**src/rtl/lsu_mem.sv**
```systemverilog
// lsu_mem: memory-access stage of the toy MIPS core.
// Decodes load/store sub-ops, runs a req/ack RAM access, registers writeback.
module lsu_mem #(
  parameter int AW = 32
) (
  input  logic          clk,
  input  logic          rst,
  input  logic          ex_valid,
  output logic          ex_ready,
  input  logic [3:0]    ex_lsop,
  input  logic [AW-1:0] ex_addr,
  input  logic [31:0]   ex_rt,
  input  logic          ex_wreg,
  input  logic [4:0]    ex_wd,
  input  logic [31:0]   ex_wdata,
  output logic          ram_ce,
  output logic          ram_we,
  output logic [3:0]    ram_sel,
  output logic [AW-1:0] ram_addr,
  output logic [31:0]   ram_wdata,
  input  logic [31:0]   ram_rdata,
  input  logic          ram_ack,
  output logic          wb_valid,
  output logic          wb_wreg,
  output logic [4:0]    wb_wd,
  output logic [31:0]   wb_wdata,
  output logic          addr_err
);

  localparam logic [3:0] OP_LB  = 4'd1;
  localparam logic [3:0] OP_LBU = 4'd2;
  localparam logic [3:0] OP_LH  = 4'd3;
  localparam logic [3:0] OP_LHU = 4'd4;
  localparam logic [3:0] OP_LW  = 4'd5;
  localparam logic [3:0] OP_LWL = 4'd6;
  localparam logic [3:0] OP_LWR = 4'd7;
  localparam logic [3:0] OP_SB  = 4'd8;
  localparam logic [3:0] OP_SH  = 4'd9;
  localparam logic [3:0] OP_SW  = 4'd10;
  localparam logic [3:0] OP_SWL = 4'd11;
  localparam logic [3:0] OP_SWR = 4'd12;

  typedef enum logic {IDLE, REQ} state_e;

  state_e        state_q, state_d;
  logic [3:0]    op_q, op_d;
  logic [AW-1:0] addr_q, addr_d;
  logic [31:0]   rt_q, rt_d;
  logic [4:0]    wd_q, wd_d;
  logic          wreg_q, wreg_d;
  logic          wbv_q, wbv_d;
  logic          wbw_q, wbw_d;
  logic [4:0]    wbd_q, wbd_d;
  logic [31:0]   wbdat_q, wbdat_d;
  logic          err_q, err_d;

  logic          ex_mem, ex_mis, st_q;
  logic [1:0]    o;
  logic [4:0]    sh_o, sh_r, sh_h;
  logic [3:0]    sel;
  logic [31:0]   sdata, ldata, lmask, rmask;
  logic [7:0]    lb;
  logic [15:0]   lh;

  assign ex_mem = (ex_lsop >= OP_LB) && (ex_lsop <= OP_SWR);
  assign ex_mis = (((ex_lsop == OP_LH) || (ex_lsop == OP_LHU) ||
                    (ex_lsop == OP_SH)) && ex_addr[0]) ||
                  (((ex_lsop == OP_LW) || (ex_lsop == OP_SW)) &&
                   (ex_addr[1:0] != 2'b00));

  // Big-endian lanes: offset 0 is bits 31:24, so shifts use 3-o.
  assign st_q = (op_q >= OP_SB) && (op_q <= OP_SWR);
  assign o    = addr_q[1:0];
  assign sh_o = {o, 3'b000};
  assign sh_r = {~o, 3'b000};
  assign sh_h = {~o[1], 4'b0000};

  always_comb begin
    sel   = 4'b1111;
    sdata = 32'd0;
    unique case (op_q)
      OP_SB:  begin sel = 4'b1000 >> o; sdata = {4{rt_q[7:0]}}; end
      OP_SH:  begin sel = 4'b1100 >> o; sdata = {2{rt_q[15:0]}}; end
      OP_SW:  sdata = rt_q;
      OP_SWL: begin sel = 4'b1111 >> o; sdata = rt_q >> sh_o; end
      OP_SWR: begin sel = ~(4'b0111 >> o); sdata = rt_q << sh_r; end
      default: ;
    endcase
  end

  always_comb begin
    lb    = 8'(ram_rdata >> sh_r);
    lh    = 16'(ram_rdata >> sh_h);
    lmask = ~(32'hFFFF_FFFF << sh_o);
    rmask = 32'hFFFF_FFFF >> sh_r;
    ldata = ram_rdata;
    unique case (op_q)
      OP_LB:  ldata = {{24{lb[7]}}, lb};
      OP_LBU: ldata = {24'd0, lb};
      OP_LH:  ldata = {{16{lh[15]}}, lh};
      OP_LHU: ldata = {16'd0, lh};
      OP_LWL: ldata = (ram_rdata << sh_o) | (rt_q & lmask);
      OP_LWR: ldata = (ram_rdata >> sh_r) | (rt_q & ~rmask);
      default: ;
    endcase
  end

  always_comb begin
    state_d = state_q;
    op_d    = op_q;
    addr_d  = addr_q;
    rt_d    = rt_q;
    wd_d    = wd_q;
    wreg_d  = wreg_q;
    wbv_d   = 1'b0;
    wbw_d   = 1'b0;
    wbd_d   = wbd_q;
    wbdat_d = wbdat_q;
    err_d   = 1'b0;
    unique case (state_q)
      IDLE: begin
        if (ex_valid) begin
          if (!ex_mem) begin
            wbv_d   = 1'b1;
            wbw_d   = ex_wreg;
            wbd_d   = ex_wd;
            wbdat_d = ex_wdata;
          end else if (ex_mis) begin
            wbv_d = 1'b1;
            wbd_d = ex_wd;
            err_d = 1'b1;
          end else begin
            op_d    = ex_lsop;
            addr_d  = ex_addr;
            rt_d    = ex_rt;
            wd_d    = ex_wd;
            wreg_d  = ex_wreg;
            state_d = REQ;
          end
        end
      end
      REQ: begin
        if (ram_ack) begin
          state_d = IDLE;
          wbv_d   = 1'b1;
          wbd_d   = wd_q;
          if (!st_q) begin
            wbw_d   = wreg_q;
            wbdat_d = ldata;
          end
        end
      end
    endcase
  end

  always_ff @(posedge clk) begin
    if (rst) begin
      state_q <= IDLE;
      op_q    <= 4'd0;
      addr_q  <= '0;
      rt_q    <= 32'd0;
      wd_q    <= 5'd0;
      wreg_q  <= 1'b0;
      wbv_q   <= 1'b0;
      wbw_q   <= 1'b0;
      wbd_q   <= 5'd0;
      wbdat_q <= 32'd0;
      err_q   <= 1'b0;
    end else begin
      state_q <= state_d;
      op_q    <= op_d;
      addr_q  <= addr_d;
      rt_q    <= rt_d;
      wd_q    <= wd_d;
      wreg_q  <= wreg_d;
      wbv_q   <= wbv_d;
      wbw_q   <= wbw_d;
      wbd_q   <= wbd_d;
      wbdat_q <= wbdat_d;
      err_q   <= err_d;
    end
  end

  assign ex_ready  = (state_q == IDLE);
  assign ram_ce    = (state_q == REQ);
  assign ram_we    = ram_ce & st_q;
  assign ram_sel   = ram_ce ? sel : 4'b0000;
  assign ram_addr  = ram_ce ? {addr_q[AW-1:2], 2'b00} : '0;
  assign ram_wdata = ram_ce ? sdata : 32'd0;
  assign wb_valid  = wbv_q;
  assign wb_wreg   = wbw_q;
  assign wb_wd     = wbd_q;
  assign wb_wdata  = wbdat_q;
  assign addr_err  = err_q;

endmodule

```
**config.mk**
```make
export PLATFORM = sky130hd
export DESIGN_NAME = lsu_mem
export DESIGN_NICKNAME = d
export VERILOG_FILES = /design/src/rtl/lsu_mem.sv
export SDC_FILE = /design/constraint.sdc
export NUM_CORES = 1
export LEC_CHECK = 0
export BUFFER_PORTS_ARGS = -buffer_cell sky130_fd_sc_hd__buf_2
export CORE_ASPECT_RATIO = 0.8
export CORE_MARGIN = 4
export CORE_UTILIZATION = 44
export DETAILED_ROUTE_END_ITERATION = 7
export PLACE_DENSITY = 0.7
export SLEW_MARGIN = 10
export SYNTH_ARGS = -nofsm -noshare
export SYNTH_HDL_FRONTEND = slang
export SYNTH_SLANG_ARGS = --single-unit
```
**constraint.sdc**
```tcl
create_clock -name clk -period 2.3 [get_ports clk]
set_clock_uncertainty 0.15 [all_clocks]
set_input_delay 0 -clock clk [delete_from_list [all_inputs] [get_ports clk]]
set_output_delay 0 -clock clk [all_outputs]
set_load 0.01 [all_outputs]
```
==> run_results.csv <==
group,metric,value,unit
run_status,outcome,"finished with violations",
run_status,violations,"negative setup slack",
drt,drtIter0Drc,1312,
timing,maxSlewViolCount,0,
die,core,18300,um2
critical_path,cpLargestDelayFamily,"compound AO/OA/AOI/OAI gates",
timing,fin_ws,-0.0440,ns
global_route,grt_max_degree,48,
logic_synthesis,yosysTopAreaCellShare,0.278,
cells_and_area,insertedDiodeCount,0,
critical_path,arrival,2.19,ns
logic_synthesis,ys_seq_area_frac,0.278,
placed_design,place_area,10100,um2
critical_path,critPathMaxStageDelay,0.58,ns
cells_and_area,drive_gt1_frac,0.318,
cts,clk_pin_slew_worst_paths,0.06,ns
logic_synthesis,synth_area,8280,um2
logic_synthesis,yosysWarnings,0,
timing,hold_viol,0,
critical_path,slowest_stage,"a222oi_1",
pwr,leakagePower,5.21,nW
timing,relSlewSlack,0.506,
timing,min_period,2.34,ns
logic_synthesis,yosysMostFrequentCell,"nor2_1",
cts,cts_tree,"done",
timing,setup_viol,2,
critical_path,cp.required,2.15,ns
timing,fmax,0.427,GHz
logic_synthesis,synth_commonest_cells,"nor2_1 (140), mux2i_1 (136), dfxtp_1 (115), clkbuf_1 (72), nand2_1 (70)",
run,drv_cap,0,
pwr,powerDensity,574,nW/um2
placed_design,place_hpwl,23100,um
cts,cts.sinks,115,
die,die_x,161,um
logic_synthesis,synth-edff-count,0,
cts,cts_inserted_buffers,17,
global_route,grt-ovfl-total,0,
timing,rsz0062_at_grt,"true",
critical_path,end_kind,"output port",
cts,cts_buffer_depth,2,
placed_design,place_congestion,0.951,
placed_design,port_buffers,250,
die,ios,253,
die,chipHeight,131,um
cells_and_area,nets,1576,
cells_and_area,utilization,0.686,
drt,totalWireLength,35000,um
die,rows,44,
hold_path,hp-class,"in -> reg",
die,initial_core_util,0.452,
drt,drt-wirelength-per-cell,20.6,um
drt,dr.pass1.iters,6,
drt,num_vias,10200,
logic_synthesis,synth_area_leaders,"dfxtp_1 (28%), mux2i_1 (16%), nor2_1 (6.3%), a21oi_1 (3.7%), clkbuf_1 (3.3%)",
cells_and_area,multiInputGateArea,5620,um2
critical_path,startpoint_type,"register",
cts,insertion_delay,0.42,ns
die,die-area,21100,um2
cells_and_area,area_delta_synth_final,51.7,%
global_route,grtUsageTotal,0.317,
timing,fin_crit_sh,1.02,
critical_path,critical_path.n_buffers_inverters,2,
logic_synthesis,async_flop_share,0,
logic_synthesis,synth_cells,1032,
timing,worstMarginPinSlew,0.740,ns
critical_path,path_class,"reg -> out",
logic_synthesis,synth_area_per_cell,8.02,um2
global_route,grt_pass1_wl,53200,um
drt,vias_per_cell,6.01,
drt,ant_nets,0,
cts,htreeDepth,4,
logic_synthesis,ys_ff_latch,115,
logic_synthesis,yosys.area.top_type,"dfxtp_1",
pwr,irDropWorstVdd,0.444,mV
critical_path,cp_cell_sequence,"buf_4 -> nand2b_2 -> o22ai_4 -> a222oi_1 -> nor2_1 -> buf_2",
cells_and_area,seq_area,2320,um2
logic_synthesis,synth.distinct_cells,61,
critical_path,crit_fanout,8,
global_route,antenna_found_initial,0,
cells_and_area,stdcell_area,12600,um2
cells_and_area,fillers,1461,
logic_synthesis,synthFlopType,"dfxtp_1",
cts,cts-root-buf,"clkbuf_16",
global_route,grt_pass1_vias,9619,
drt,drc,0,
-- sequential cells by signal, indices dropped and copies added (netlist names), 4 cells and up --
| signal | count |
|---|---|
| addr_q | 32 |
| op_q | 4 |
| rt_q | 32 |
| wb_wd | 5 |
| wb_wdata | 32 |
| wd_q | 5 |
-- worst paths after layout --
kind | from | endpoint | slack [ns] | cells after the start
max reg2reg | addr_q[1]$_SDFFE_PP0P_ | wb_wdata[16]$_SDFFE_PP0P_ | 0.05 | 8
min | ex_lsop[0] | addr_err$_SDFF_PP0_ | 0.02 | 4
max | op_q[1]$_SDFFE_PP0P_ | ram_wdata[14] | -0.04 | 6
min reg2reg | addr_q[7]$_SDFFE_PP0P_ | addr_q[7]$_SDFFE_PP0P_ | 0.33 | 2
-- layer usage --
layer | GRT usage | vias up | wire length, um
met4 | 0.0968 | 0 | 808
met3 | 0.0909 | 87 | 3870
met5 | 0 | - | 0
li1 | - | 4657 | -
met2 | 0.520 | 688 | 16200
met1 | 0.410 | 4785 | 14100
-- where the power goes --
group,internal [mW],switching [mW],total [mW]
Sequential,2.15,0.172,2.32
Clock,1.64,1.15,2.79
Combinational,1.01,1.09,2.10
-- layout by cell type, fill, tap and decap left out, types with 10 or more instances in the layout --
cell type / instances
a222oi_1: 15
nand2_1: 69
a21oi_1: 57
dfxtp_1: 108
inv_1: 11
mux2i_1: 134
o221ai_1: 24
o21ai_0: 45
nor3_1: 11
dlygate4sd3_1: 135
a22oi_1: 13
nand2b_1: 17
nor2b_1: 12
a31oi_1: 19
clkbuf_16: 21
o211ai_1: 10
mux2_2: 21
o21ai_1: 12
and2_1: 31
buf_12: 11
o22ai_1: 22
nor2_1: 139
buf_6: 10
buf_4: 81
buf_2: 250
-- layout make-up --
cell class,count,area share
multi-input combinational,795,0.447
inverter,13,0.00388
clock buffer,17,0.0339
tap,253,0.0252
clock inverter,15,0.0142
timing repair buffer,492,0.291
sequential,115,0.185
-- tightest hold or removal path: stages --
cell and delay, ns:
buf_2 0.17, o211ai_1 0.15, nand2_1 0.15, nor4_1 0.07
-- per-stage QoR --
step	hold slack [ns]	setup TNS, ns	std cells	power, mW	setup WS (ns)
after floorplan	-0.00316	0	1033	3.39	0.211
after global placement	0.0822	0	1510	4.05	0.152
after detailed placement	0.0919	0	1510	4.07	0.122
after CTS	0.00877	-0.00549	1682	7.05	-0.00320
after global routing	0.0267	-1.10	1700	7.50	-0.122
final	0.0192	-0.0563	1700	7.21	-0.0440
-- cells by family after synthesis --
group / synth area share
DFF: 0.278
AOI/OAI and AO/OA: 0.263
and+or+nand+nor: 0.176
buffers and inverters: 0.0654
muxes: 0.215
other: 0.000453
xor gates and xnor gates: 0.00212
-- timing repair --
action                     in CTS  in global routing
buffers inserted                5                 14
hold buffers                  135                  0
setup endpoints to repair      31                118
gates cloned                    0                  4
gates resized for setup        19                 50
pin swaps                       8                 18
hold endpoints to repair      115                  0
Note: power is estimated with default switching activity, not from simulation.
